### config.mk
export PLATFORM = sky130hd
export DESIGN_NAME = adc_word_packer
export DESIGN_NICKNAME = d
export VERILOG_FILES = /design/src/rtl/adc_word_packer.sv
export SDC_FILE = /design/constraint.sdc
export NUM_CORES = 1
export LEC_CHECK = 0
export BUFFER_PORTS_ARGS = -buffer_cell sky130_fd_sc_hd__buf_2
export CORE_MARGIN = 5
export CORE_UTILIZATION = 40
export CTS_CLUSTER_DIAMETER = 50
export DETAILED_ROUTE_END_ITERATION = 10
export PLACE_DENSITY = 0.69
export SLEW_MARGIN = 20
export SYNTH_ARGS = -nofsm -noshare
export SYNTH_HDL_FRONTEND = slang
export SYNTH_SLANG_ARGS = --single-unit
### constraint.sdc
create_clock -name clk -period 8.9 [get_ports clk]
set_clock_uncertainty 0.05 [all_clocks]
set_input_delay 0.89 -clock clk [delete_from_list [all_inputs] [get_ports clk]]
set_output_delay 0.89 -clock clk [all_outputs]
set_load 0.01 [all_outputs]
### src/rtl/adc_word_packer.sv
// Packs enabled ADC channel samples LSB-first into OUT_W-bit FIFO words.
// Capture start/stop with end-of-capture flush, full-drop overflow flag and a word counter.
module adc_word_packer #(
    parameter int SAMPLE_W = 8,
    parameter int NCH      = 2,
    parameter int OUT_W    = 32,
    parameter int CNT_W    = 32
) (
    input  logic                    clk,
    input  logic                    rst_n,
    input  logic                    capture_en,
    input  logic [NCH-1:0]          ch_en,
    input  logic                    sample_valid,
    input  logic [NCH*SAMPLE_W-1:0] samples,
    input  logic                    fifo_full,
    input  logic                    ovf_clr,
    output logic                    wr_en,
    output logic [OUT_W-1:0]        wr_data,
    output logic                    overflow,
    output logic [CNT_W-1:0]        word_count,
    output logic                    busy
);
    localparam int LANES  = OUT_W / SAMPLE_W;
    localparam int TOT    = LANES + NCH;
    localparam int ACC_W  = TOT * SAMPLE_W;
    localparam int FILL_W = $clog2(TOT + 1);

    localparam logic [1:0] S_IDLE  = 2'd0;
    localparam logic [1:0] S_RUN   = 2'd1;
    localparam logic [1:0] S_FLUSH = 2'd2;

    logic [1:0]        state_q, state_d;
    logic              cap_q;
    logic [NCH-1:0]    mask_q, mask_d;
    logic [FILL_W-1:0] fill_q, fill_d;
    logic [ACC_W-1:0]  acc_q, acc_d;
    logic              wr_en_q, wr_en_d;
    logic [OUT_W-1:0]  wr_data_q, wr_data_d;
    logic              ovf_q, ovf_d;
    logic [CNT_W-1:0]  cnt_q, cnt_d;

    logic [ACC_W-1:0]  acc_ext;
    logic [OUT_W-1:0]  word;
    logic              word_vld;
    int                pos;

    always_comb begin
        state_d   = state_q;
        mask_d    = mask_q;
        fill_d    = fill_q;
        acc_d     = acc_q;
        wr_en_d   = 1'b0;
        wr_data_d = wr_data_q;
        ovf_d     = ovf_q;
        cnt_d     = cnt_q;
        acc_ext   = acc_q;
        pos       = int'(fill_q);
        word      = acc_q[OUT_W-1:0];
        word_vld  = 1'b0;

        if (ovf_clr) ovf_d = 1'b0;

        case (state_q)
            S_IDLE: begin
                if (capture_en && !cap_q) begin
                    mask_d  = ch_en;
                    fill_d  = '0;
                    acc_d   = '0;
                    cnt_d   = '0;
                    ovf_d   = 1'b0;
                    state_d = S_RUN;
                end
            end
            S_RUN: begin
                if (!capture_en) begin
                    state_d = S_FLUSH;
                end else if (sample_valid) begin
                    // Enabled channels land in consecutive slots starting at fill
                    for (int c = 0; c < NCH; c++) begin
                        if (mask_q[c]) begin
                            acc_ext[pos*SAMPLE_W +: SAMPLE_W] = samples[c*SAMPLE_W +: SAMPLE_W];
                            pos = pos + 1;
                        end
                    end
                    if (pos >= LANES) begin
                        word_vld = 1'b1;
                        word     = acc_ext[OUT_W-1:0];
                        acc_d    = acc_ext >> OUT_W;
                        fill_d   = FILL_W'(pos - LANES);
                    end else begin
                        acc_d  = acc_ext;
                        fill_d = FILL_W'(pos);
                    end
                end
            end
            S_FLUSH: begin
                // Slots above fill are always zero, so the low OUT_W bits are already padded
                if (fill_q != '0) begin
                    word_vld = 1'b1;
                    word     = acc_q[OUT_W-1:0];
                end
                fill_d  = '0;
                acc_d   = '0;
                state_d = S_IDLE;
            end
            default: state_d = S_IDLE;
        endcase

        if (word_vld) begin
            if (fifo_full) begin
                ovf_d = 1'b1;
            end else begin
                wr_en_d   = 1'b1;
                wr_data_d = word;
                cnt_d     = cnt_q + CNT_W'(1);
            end
        end
    end

    always_ff @(posedge clk or negedge rst_n) begin
        if (!rst_n) begin
            state_q   <= S_IDLE;
            cap_q     <= 1'b0;
            mask_q    <= '0;
            fill_q    <= '0;
            acc_q     <= '0;
            wr_en_q   <= 1'b0;
            wr_data_q <= '0;
            ovf_q     <= 1'b0;
            cnt_q     <= '0;
        end else begin
            state_q   <= state_d;
            cap_q     <= capture_en;
            mask_q    <= mask_d;
            fill_q    <= fill_d;
            acc_q     <= acc_d;
            wr_en_q   <= wr_en_d;
            wr_data_q <= wr_data_d;
            ovf_q     <= ovf_d;
            cnt_q     <= cnt_d;
        end
    end

    assign wr_en      = wr_en_q;
    assign wr_data    = wr_data_q;
    assign overflow   = ovf_q;
    assign word_count = cnt_q;
    assign busy       = (state_q == S_RUN) || (state_q == S_FLUSH);

endmodule
### After elaboration in Yosys (flattened, before gate mapping)

Index checks and enable logic that the tools add are counted.

| storage, ports and cells | value |
|---|---|
| bits in registers | 122 |
| output and inout bits | 67 |
| word-level logic and storage cells | 85 |

| operators by class | value |
|---|---|
| add/subtract/negate cells | 6 |
| order comparisons | 1 |
| equality and inequality tests | 6 |
| shift-type cells | 4 |
| muxes and demuxes | 48 |
| bitwise gates (word level) | 1 |
| reduce and logical (&&, ||, !) cells | 10 |

Operators by type and width:

| operator | number |
|---|---|
| two-way mux 32 bit | 15 |
| two-way mux 48 bit | 9 |
| case mux 48 bit (3 select lines) | 1 |
| bitwise mux 48 bit | 2 |
| variable shift 8 x 33 -> 48 bit (first input constant) | 2 |
| indexed part select 8 x 33 -> 48 bit | 2 |
| negation 32 -> 33 bit | 1 |
| negation 6 -> 33 bit | 1 |
| adder 32 x 1 -> 32 bit (second input constant) | 1 |
| adder 32 x 2 -> 32 bit (second input constant) | 1 |
| >= comparator 32 x 4 -> 1 bit (second input constant) | 1 |
| two-way mux 3 bit | 4 |
| two-way mux 1 bit | 11 |
| case mux 3 bit (3 select lines) | 1 |
| inequality test 2 bit (second input constant) | 4 |
| AND reduction 2 bit | 3 |
| nonzero test 3 bit | 2 |
| adder 3 x 1 -> 4 bit (second input constant) | 1 |
| two-way mux 2 bit | 2 |
| two-way mux 4 bit | 1 |
| case mux 2 bit (2 select lines) | 1 |
| AND reduction 4 bit | 1 |
| subtractor 3 bit (second input constant) | 1 |
| == test 2 x 1 -> 1 bit (second input constant) | 1 |
| 7 further kinds | 7 |

### Longest topological paths before layout

Gate-level depths: netlist of the first run.

| depth | value |
|---|---|
| word-level depth | 16 |
| mapped depth | 17 |
| gate-level depth less buffers | 12 |

### Worst setup path after synthesis of the first run

Ideal clock, no wire load.

| timing | value |
|---|---|
| path type | register to register |
| start point | register fill_q[0] |
| end point | register acc_q[15] |
| arrival | 3.256 ns |
| data required time | 8.724 ns |
| slack | 5.468 ns |
| cell stages (with the launch flop) | 13 |
| path buffers | 3 |
| period minus slack after synthesis | 3.432 ns |
| cells stage by stage | dfrtp_1 buf_6 buf_2 inv_2 ha_1 nand2_1 o21ai_0 ha_1 clkbuf_1 nand3_1 mux2i_2 mux2i_1 a221o_1 |

| on the way | value |
|---|---|
| word-level cells in the longest chain between the ends | 15 |
| elaborated cells between the ends (all ways) | 28 |
| those cells by class | add/sub (4); order compare (1); shift (4); mux (19) |

RTL lines:

| item | RTL line | source |
|---|---|---|
| start: declaration | 35 | `logic [FILL_W-1:0] fill_q, fill_d;` |
| start signal: assignment | 135 | `fill_q <= fill_d;` |
| adder 3 x 1 -> 4 bit | 82 | `pos = pos + 1;` |
| two-way mux 4 bit | 80 | `if (mask_q[c]) begin` |
| two-way mux 32 bit | 77 | `end else if (sample_valid) begin` |
| two-way mux 32 bit | 75 | `if (!capture_en) begin` |
| two-way mux 32 bit | 63 | `case (state_q)` |
| adder 32 x 2 -> 32 bit | 82 |  |
| two-way mux 32 bit | 80 |  |
| two-way mux 32 bit | 77 |  |
| two-way mux 32 bit | 75 |  |
| two-way mux 32 bit | 63 |  |
| >= comparator 32 x 4 -> 1 bit | 85 | `if (pos >= LANES) begin` |
| two-way mux 48 bit * | 85 |  |
| two-way mux 48 bit * | 77 |  |
| two-way mux 48 bit * | 75 |  |
| case mux 48 bit (3 select lines) * | 63 |  |
| end signal: assignment | 126 | `acc_q <= '0;` |
| end signal: assignment | 136 | `acc_q <= acc_d;` |
| end: declaration | 36 | `logic [ACC_W-1:0] acc_q, acc_d;` |

Mark *: on every way between the ends. The rest lies on a longest branch, timed or not. The select of a mux whose other input is x is not followed.
A chain may end at the register's enable or synchronous reset.

### Final worst setup path of the first run

| timing | value |
|---|---|
| start point | register fill_q[0] |
| end point | register cnt_q[2] (netlist: word_count[2]) |

| on the way | value |
|---|---|
| word-level cells in the longest chain between the ends | 16 |
| elaborated cells between the ends (all ways) | 18 |
| those cells by class | add/sub (2); order compare (1); mux (14); reduce/logical (1) |

RTL lines:

| item | RTL line | source |
|---|---|---|
| adder 3 x 1 -> 4 bit | 82 |  |
| two-way mux 4 bit | 80 |  |
| two-way mux 32 bit | 77 |  |
| two-way mux 32 bit | 75 |  |
| two-way mux 32 bit | 63 |  |
| adder 32 x 2 -> 32 bit | 82 |  |
| two-way mux 32 bit | 80 |  |
| two-way mux 32 bit | 77 |  |
| two-way mux 32 bit | 75 |  |
| two-way mux 32 bit | 63 |  |
| >= comparator 32 x 4 -> 1 bit | 85 |  |
| two-way mux 1 bit | 85 |  |
| two-way mux 1 bit | 77 |  |
| two-way mux 1 bit | 75 |  |
| case mux 1 bit (2 select lines) * | 63 |  |
| two-way mux 32 bit * | 109 | `if (word_vld) begin` |
| net cnt_d[2] | 40 | `logic [CNT_W-1:0] cnt_q, cnt_d;` |
| end signal: assignment | 140 | `cnt_q <= cnt_d;` |
| end: declaration | 40 |  |

The timed path passes the listed nets; every way through them passes the cells marked *. The select of a mux whose other input is x is not followed.

==> summary.md, run 1 <==
| Metric | Value |
|---|---|
| Routed WL | 21,890 um |
| Vias | 6,910 |
| Hold Path Origin | acc_q[46] |
| Clock network fraction of total power | 34.8% |
| Post-synth top area share | 39.99% |
| Max IR drop VDD | 0.0001739 V |
| Vias in the first global route | 6,767 |
| Cts bufs inserted | 17 |
| I/O Pins | 91 |
| Switching pwr | 0.7057 mW |
| Yosys warning total | 0 |
| DPL Wire Length | 14,320 um |
| Worst-path cell chain | inv_2 -> ha_1 -> nand2_1 -> o21ai_0 -> ha_1 -> nand2_1 -> a21oi_1 -> a2111o_1 -> and2_2 -> buf_4 -> clkinv_4 -> nor2_2 -> a221o_1 |
| Cell total after placement | 1,134 |
| Dominant cell type by area after synthesis | dfrtp_1 |
| Number of distinct library cells after synthesis | 78 |
| CTS sink cnt | 122 |
| Core outline area | 18,770 um^2 |
| Fraction of layout cells with a size suffix above 1 | 17.31% |
| GPL Wtd Cong | 0.8298 |
| Final Setup Violations | 0 |
| Die area | 21,950 um^2 |
| Final std cells w/o fill | 1,164 |
| Arrival @ worst endpoint | 4.98 ns |
| Max_cap viols | 0 |
| Mapped Avg Cell Area | 8.909 um^2 |
| Setup repair bufs after CTS | 0 |
| Fraction of the mapped netlist area in adder cells | 1.639% |
| Status | finished, final reports clean |
| Slew @ Worst Pin | 1.071 ns |
| Worst setup SP type | flip-flop |
| CP max stage delay | 0.67 ns |
| Simple-gate share of the synthesized area | 22.88% |
| Seq pwr share | 33.6% |
| Min-delay worst type | flip-flop to flip-flop |
| First-pass GRT wire length | 35,860 um |
| Main combinational cell family by area after synthesis | simple AND/OR/NAND/NOR gates |
| Setup crit start | fill_q[0] |
| Latest clock arrival within the worst-skew pair | 0.42 ns |
| Die height | 148.2 um |
| Net count of the mapped netlist | 891 |
| Unrepaired setup endpoints after global routing | no |
| Util after Layout | 46.65% |
| Max_slew headroom | 28.31% |
| Total chip power | 1.936 mW |
| Starting density of the core | 40.68% |
| # DRC | 0 |
| Post-Synthesis Cells | 857 |
| Finished Cell Area | 8755 um^2 |
| Synth Area in Compound Gates | 19.35% |
| Seq/Total Area, Yosys | 39.99% |
| Sw Ratio | 36.46% |
| Clock tree root buffer cell | clkbuf_16 |
| CTS tree | done |
| Die X | 148.2 um |
| Worst R2R Setup Slack | 4.23 ns |
| CP max-delay cell | dfrtp_1 |
| WS Path Type | flip-flop to flip-flop |
| Clock Tree Buf Depth | 2 |
| Number of I/O port buffers | 90 |
| Tot GR Track Use | 20.11% |
| Required time of the critical path | 9.21 ns |
| Post-synthesis mux area share | 10.78% |
| Fin crit share | 52.43% |
| Antenna viol nets, final | 0 |
| Fmax | 214.3 MHz |
| Post-CTS Hold Buffers | 0 |
| Final slew viol count | 0 |
| Mapped cell area | 7635 um^2 |
| R2r worst-path depth | 13 |
| Row cnt | 50 |
| Reg2reg end | word_count[2] |
| Cell Area, Placed | 8195 um^2 |
| Leak Pwr | 4.139 nW |
| Top_reg_cell synth | dfrtp_1 |
| Syn-to-layout area delta | 14.67% |
| Final nets | 953 |
| Vias per cell | 5.936 |
| Part of the power in combinational logic | 31.6% |
| Synth Area in XOR/XNOR | 0.4425% |
| Pwr Density | 221.1 nW/um^2 |
| Area of the multi-input gates | 4268 um^2 |
| Drt pass-1 iters | 5 |
| Setup TNS | 0 ns |
| FFs w/ async S/R, synth | 100.0% |
| Yosys reg bits | 122 |
| Antenna violations before repair | 0 |
| Routed wire per std cell | 18.80 um |
| Drt first-iter violations | 557 |
| Worst setup path endpoint | word_count[2] |
| Cts repair resizes | 0 |
| CTS clk-pin slew, worst paths | 0.06 ns |
| Register area | 3053 um^2 |
| # H-tree levels | 4 |
| P_int | 1.230 mW |
| Post-synth EDFFs | 0 |
| Final Hold Violating Endpoints | 0 |
| Remaining global-route overflow | 0 |
| FF-to-FF Start | fill_q[0] |
| Fillers | 1,819 |
| CP endpoint kind | flip-flop |
| Most common library cells after synthesis | dfrtp_1 (122), nand2_1 (106), a21oi_1 (81) |
| Count leader, synth | dfrtp_1 |
| CP Max Fanout | 60 |
| ANT cells | 0 |
| Pin count of the biggest net entering global routing | 63 |
| Synth top area cells | dfrtp_1 (40%), mux2i_1 (9.8%), a21oi_1 (5.3%), nand2_1 (5.2%), nor2_1 (3.6%) |
| Minimum clock period | 4.666 ns |
## routing by layer
layer | part of all wire, % | vias up | GRT usage (%)
li1 | - | 3227 | -
met4 | 2.1 | 0 | 6.236
met1 | 45 | 3387 | 27.31
met5 | 0 | - | 0
met3 | 6.9 | 39 | 4.662
met2 | 46 | 257 | 32.06
## power groups by stage
stage	Sequential, mW	Combinational (mW)	Clock (mW)
floorplan	0.651	0.442	0
global placement	0.658	0.599	0
detailed placement	0.660	0.604	0
CTS	0.651	0.611	0.679
global route	0.660	0.663	0.712
finish	0.651	0.611	0.674
## metrics by stage
stage	hold WS, ns	worst slack (ns)
6_report	0.4418	4.234
5_1_grt	0.4730	3.845
4_1_cts	0.4399	4.261
3_5_place_dp	0.4182	4.318
3_3_place_gp	0.4154	4.375
2_1_floorplan	0.3960	5.468
## worst max-delay path, delay by kind of cell, from the launching register on
| family | cells | cell delay (ns) |
|---|---|---|
| and+or+nand+nor | 4 | 1.03 |
| AOI/OAI and AO/OA | 4 | 0.93 |
| buffers and inverters | 3 | 1.27 |
| adders and majority gates | 2 | 0.63 |
| DFF | 1 | 0.67 |
## sequential cells by signal, summed over array words and instances, names as in the netlist
| signal | cells |
|---|---|
| mask_q | 2 |
| wr_en | 1 |
| wr_data | 32 |
| fill_q | 3 |
| acc_q | 48 |
| overflow | 1 |
| cap_q | 1 |
| state_q | 2 |
| word_count | 32 |
## cell type report
class                   count  area share, %
multi-input cells         662          48.75
flip-flops and latches    122          34.87
repair buffers             97          5.774
clock buffers              21          5.259
well taps                 234          3.344
clock inverters             9          1.129
inverters                  19         0.8718
## worst min-delay path by stage
stage / cells after the start / slack (ns) / end
finish: 1 / 0.44 / acc_q[46]
global route: 1 / 0.47 / acc_q[45]
CTS: 1 / 0.44 / acc_q[46]
detailed placement: 1 / 0.42 / acc_q[46]
global placement: 2 / 0.42 / acc_q[47]
floorplan: 2 / 0.40 / acc_q[47]
## cell families after synthesis
kind of cell,Yosys count
and+or+nand+nor,345
AOI/OAI and AO/OA,224
DFF,122
muxes,80
buffers and inverters,73
adders and majority gates,10
xor gates and xnor gates,3
## cell usage in the layout (no fill, tap or decap), drive strengths merged, types with 6 or more instances in the layout
| cell | count |
|---|---|
| nor2 | 76 |
| ha | 10 |
| clkinv | 9 |
| a21o | 11 |
| dfrtp | 122 |
| clkbuf | 21 |
| and2 | 27 |
| mux2i | 78 |
| inv | 17 |
| and3 | 12 |
| a22o | 22 |
| or3 | 10 |
| a21oi | 82 |
| nand2 | 106 |
| o21ai | 51 |
| nor3 | 20 |
| a221o | 17 |
| a211o | 6 |
| nand2b | 12 |
| nand3 | 45 |
| buf | 97 |
| o31ai | 8 |
(Power assumes the default switching activity.)
==> run 2: changes to the inputs <==
clock period = 4.5 ns   (was 8.9 ns; I/O delays follow)
==> run 2 against run 1 <==
  * Sequential power grew 97%
  * Critical path depth shrank 1
  * Maximum frequency grew 23%
  * Flip-flop and latch count is the same
  * Non-clock buffer count grew 7
  * Final cell count grew 0.77%
  * Sequential share of layout area shrank 0.42 points
  * Highest routed layer unchanged
==> summary.md, run 2 (synthesis gave the netlist of run 1 again) <==
| Metric | Value |
|---|---|
| # H-tree levels | 4 |
| Setup TNS | 0 ns |
| Row cnt | 50 |
| Die area | 21,950 um^2 |
| WS Path Type | flip-flop to flip-flop |
| Minimum clock period | 3.802 ns |
| Cts bufs inserted | 17 |
| Antenna violations before repair | 0 |
| Fin crit share | 84.49% |
| Pin count of the biggest net entering global routing | 74 |
| Fmax | 263.0 MHz |
| Die height | 148.2 um |
| Core outline area | 18,770 um^2 |
| FF-to-FF Start | fill_q[0] |
| Routed wire per std cell | 18.53 um |
| Syn-to-layout area delta | 16.08% |
| Total chip power | 3.984 mW |
| Vias per cell | 5.886 |
| Final nets | 960 |
| Max IR drop VDD | 0.0002571 V |
| Clock Tree Buf Depth | 2 |
| Max_slew headroom | 30.41% |
| Pwr Density | 449.5 nW/um^2 |
| Post-CTS Hold Buffers | 0 |
| Required time of the critical path | 4.75 ns |
| Routed WL | 21,730 um |
| Final Hold Violating Endpoints | 0 |
| Vias | 6,904 |
| Vias in the first global route | 6,556 |
| Commonest non-fill, non-tap cells in the layout | dfrtp_1 (122), nand2_1 (106), buf_2 (89), a21oi_1 (80), mux2i_1 (75) |
| Reg2reg end | acc_q[15] |
| Cts repair resizes | 0 |
| Sw Ratio | 35.31% |
| GPL Wtd Cong | 0.9031 |
| Max_cap viols | 0 |
| Arrival @ worst endpoint | 4.05 ns |
| Remaining global-route overflow | 0 |
| Leak Pwr | 4.202 nW |
| Max FFs per register | 48 |
| First-pass GRT wire length | 35,050 um |
| Worst setup SP type | flip-flop |
| Worst R2R Setup Slack | 0.70 ns |
| Number of I/O port buffers | 90 |
| CTS tree | done |
| Largest reg by FF count | acc_q |
| Finished Cell Area | 8862 um^2 |
| Unrepaired setup endpoints after global routing | no |
| Tot GR Track Use | 19.69% |
| Cell Area, Placed | 8225 um^2 |
| Status | finished, final reports clean |
| CTS sink cnt | 122 |
| Final Setup Violations | 0 |
| Starting density of the core | 40.68% |
| Drt pass-1 iters | 5 |
| Seq pwr share | 32.2% |
| Min-delay worst type | input pin to async pin |
| Clock tree root buffer cell | clkbuf_16 |
| Die X | 148.2 um |
| Clock network fraction of total power | 37.4% |
| Fraction of layout cells with a size suffix above 1 | 17.89% |
| I/O Pins | 91 |
| DPL Wire Length | 14,480 um |
| CP endpoint kind | flip-flop |
| Setup repair bufs after CTS | 0 |
| Part of the power in combinational logic | 30.4% |
| R2r worst-path depth | 12 |
| Commonest non-fill, non-tap cell in the layout | dfrtp_1 |
| Final slew viol count | 0 |
| Antenna viol nets, final | 0 |
| CTS clk-pin slew, worst paths | 0.06 ns |
| ANT cells | 0 |
| Latest clock arrival within the worst-skew pair | 0.42 ns |
| CP Max Fanout | 18 |
| Switching pwr | 1.407 mW |
| Slew @ Worst Pin | 1.044 ns |
| Drt first-iter violations | 511 |
| P_int | 2.577 mW |
| # DRC | 0 |
==> run 2: layout make-up <==
| type | instances | area, um^2 |
|---|---|---|
| Fill cell | 1785 | 9906 |
| Timing Repair Buffer | 104 | 558.0 |
| Multi-Input combinational cell | 662 | 4245 |
| Sequential cell | 122 | 3053 |
| Inverter | 19 | 76.32 |
| Clock inverter | 10 | 162.7 |
| Clock buffer | 22 | 474.2 |
| Tap cell | 234 | 292.8 |
==> run 2: per-layer routing <==
layer | vias up | part of all wire (%) | GRT usage, %
li1 | 3246 | - | -
met1 | 3378 | 46 | 27.73
met2 | 246 | 46 | 30.49
met3 | 34 | 6.7 | 4.022
met4 | 0 | 2.1 | 6.374
met5 | - | 0 | 0
==> run 2: power groups by stage <==
stage	Sequential [mW]	Combinational [mW]	Clock, mW
CTS	1.28	1.21	1.50
global route	1.30	1.33	1.56
global placement	1.30	1.19	0
detailed placement	1.30	1.20	0
floorplan	1.29	0.875	0
finish	1.28	1.21	1.49
==> run 2: worst max-delay path, stage by stage (launching register included) <==
cell and delay (ns):
dfrtp_1 0.32, buf_4 0.22, inv_2 0.10, ha_1 0.41, nand2_1 0.20, o21ai_0 0.22, nor2_1 0.12, ha_1 0.35
and4bb_2 0.25, nand3_1 0.11, mux2i_2 0.71, mux2i_1 0.25, a221o_1 0.37
==> run 2: stage by stage <==
stage | worst slack [ns] | std cells | hold WS [ns] | util (%)
finish | 0.6981 | 1173 | 0.1493 | 47.22
global route | 0.3208 | 1173 | 0.1846 | 47.22
CTS | 0.7478 | 1173 | 0.1816 | 47.22
detailed placement | 0.7561 | 1141 | 0.4243 | 43.83
global placement | 0.8580 | 1141 | 0.4113 | 43.83
floorplan | 1.068 | 857 | 0.1044 | -
==> run 2: how the worst max path moves through the flow <==
stage / cells past startpoint / from / to
floorplan: 12 / fill_q[0] / acc_q[15]
global placement: 13 / fill_q[0] / word_count[2]
detailed placement: 13 / fill_q[0] / word_count[2]
CTS: 12 / fill_q[0] / acc_q[15]
global route: 13 / fill_q[0] / word_count[2]
finish: 12 / fill_q[0] / acc_q[15]
==> run 3: changes to the inputs <==
PLACE_DENSITY = 0.72   (was 0.69)
clock period = 3.1 ns   (was 4.5 ns; I/O delays follow)
==> run 3 against run 2 <==
  * Via count rose by 2.2%
  * Clock-buffer cell count fell by 5
  * First-iteration DRC count rose by 17%
  * Final cell count rose by 2.1%
  * Cell area rose by 3.4%
  * Register-to-register slack got worse by 0.65 ns
  * Setup slack got worse by 0.65 ns
  * Highest routed layer unchanged
  * Clock power rose by 41%
  * Sequential share of layout area fell by 1.1 points
  * Largest power group unchanged
==> summary.md, run 3 (synthesis gave the netlist of run 1 again) <==
| Metric | Value |
|---|---|
| Status | finished, final reports clean |
| # H-tree levels | 4 |
| First-pass GRT wire length | 35,940 um |
| GPL Wtd Cong | 0.9207 |
| Tot GR Track Use | 20.42% |
| Commonest non-fill, non-tap cell in the layout | dfrtp_1 |
| Final nets | 985 |
| Die area | 21,950 um^2 |
| Minimum clock period | 3.055 ns |
| Worst setup SP type | flip-flop |
| WHS Endpoint | cap_q |
| CTS tree | done |
| Final Hold Violating Endpoints | 0 |
| DPL Wire Length | 15,060 um |
| Clock tree root buffer cell | clkbuf_16 |
| Hold Path Cell Cnt | 1 |
| Setup crit start | fill_q[1] |
| Setup TNS | 0 ns |
| CTS sink cnt | 122 |
| Die height | 148.2 um |
| Max_slew headroom | 47.35% |
| Cts bufs inserted | 17 |
| Fraction of layout cells with a size suffix above 1 | 21.37% |
| CP Max Fanout | 8 |
| Routed WL | 22,710 um |
| Die X | 148.2 um |
| Commonest non-fill, non-tap cells in the layout | dfrtp_1 (121), nand2_1 (104), buf_2 (89), a21oi_1 (80) |
| CP max-delay cell | or4bb_4 |
| Final Setup Violations | 0 |
| Drt first-iter violations | 598 |
| Largest reg by FF count | acc_q |
| Required time of the critical path | 3.36 ns |
| Worst R2R Setup Slack | 0.04 ns |
| Slew @ Worst Pin | 0.7897 ns |
| Pwr Density | 657.4 nW/um^2 |
| CP endpoint kind | flip-flop |
| Final std cells w/o fill | 1,198 |
| Antenna violations before repair | 0 |
| CTS clk-pin slew, worst paths | 0.06 ns |
| Max FFs per register | 48 |
| Remaining global-route overflow | 0 |
| Hold Path Origin | capture_en |
| Final slew viol count | 0 |
| Antenna viol nets, final | 0 |
| Fin crit share | 98.55% |
| I/O Pins | 91 |
| Leak Pwr | 4.349 nW |
| Number of I/O port buffers | 90 |
| Starting density of the core | 40.68% |
| Routed wire per std cell | 18.96 um |
| Drt pass-1 iters | 5 |
| WS Path Type | flip-flop to flip-flop |
| Worst-path cell chain | inv_1 -> ha_4 -> nand2_4 -> o21ai_2 -> nor2_1 -> ha_1 -> or4bb_4 -> nor3_4 -> mux2i_2 -> nand2_1 -> o21ai_1 -> a221o_1 |
| Clock Tree Buf Depth | 2 |
| Vias | 7,058 |
| R2r worst-path depth | 12 |
| Vias in the first global route | 6,681 |
| # DRC | 0 |
| Unrepaired setup endpoints after global routing | yes |
| FF-to-FF Start | fill_q[1] |
| Min-delay worst type | input pin to flip-flop |
| Latest clock arrival within the worst-skew pair | 0.43 ns |
| Core outline area | 18,770 um^2 |
| Vias per cell | 5.891 |
| CP max stage delay | 0.50 ns |
| Max_cap viols | 0 |
| Row cnt | 50 |
| Syn-to-layout area delta | 20.03% |
| Cell total after placement | 1,160 |
| ANT cells | 0 |
| Fmax | 327.3 MHz |
| Util after Layout | 48.83% |
| Reg2reg end | acc_q[6] |
| Max IR drop VDD | 0.0004630 V |
| Pin count of the biggest net entering global routing | 123 |
| Arrival @ worst endpoint | 3.32 ns |
run 3: timing repair:
action,CTS,global route
buffers inserted,0,4
setup endpoints to repair,0,46
endpoints found under the hold margin,93,0
hold buffers,1,0
gates resized for setup,0,11
run 3: worst max path at each step:
| stage | endpoint | depth (start not counted) |
|---|---|---|
| 3_5_place_dp | acc_q[14] | 13 |
| 3_3_place_gp | word_count[2] | 12 |
| 5_1_grt | acc_q[6] | 12 |
| 4_1_cts | acc_q[14] | 13 |
| 6_report | acc_q[6] | 12 |
| 2_1_floorplan | acc_q[2] | 15 |
run 3: cell type report:
| type | instances | area [um^2] |
|---|---|---|
| clock buffers | 17 | 425.4 |
| clock inverters | 15 | 185.2 |
| fillers | 1752 | 9604 |
| inverters | 19 | 76.32 |
| multi-input cells | 663 | 4348 |
| flip-flops and latches | 122 | 3054 |
| well taps | 234 | 292.8 |
| repair buffers | 128 | 782.0 |
run 3: critical path: cells and delay by family (launching register included):
| family | cells | cell delay (ns) |
|---|---|---|
| AOI/OAI and AO/OA | 3 | 0.52 |
| adders and majority gates | 2 | 0.64 |
| buffers and inverters | 1 | 0.11 |
| DFF | 1 | 0.38 |
| muxes | 1 | 0.21 |
| and+or+nand+nor | 5 | 1.04 |
run 3: power by group:
group | internal (mW) | switching [mW]
logic | 0.761 | 1.31
clock network | 1.28 | 0.821
registers | 1.73 | 0.125
total | 3.77 | 2.26
run 3: metrics by stage:
| step | hold WS, ns | instance area [um^2] | power, mW | worst slack, ns |
|---|---|---|---|---|
| finish | 0.03152 | 9164 | 6.024 | 0.04493 |
| CTS | 0.01826 | 9059 | 5.937 | 0.03327 |
| floorplan | -0.03559 | 7684 | 3.185 | 0.01987 |
| global route | 0.02370 | 9164 | 6.277 | -0.05463 |
| global placement | 0.4084 | 8438 | 3.802 | 0.1233 |
| detailed placement | 0.4216 | 8438 | 3.836 | 0.08052 |
run 3: metal layers:
layer / share of wire [%] / routed length, um / vias up / global-route usage (%)
li1: - / - / 3295 / -
met4: 3.2 / 727 / 0 / 8.545
met3: 7.8 / 1767 / 46 / 4.662
met5: 0 / 0 / - / 0
met1: 44 / 9940 / 3430 / 28.21
met2: 45 / 10280 / 287 / 30.94
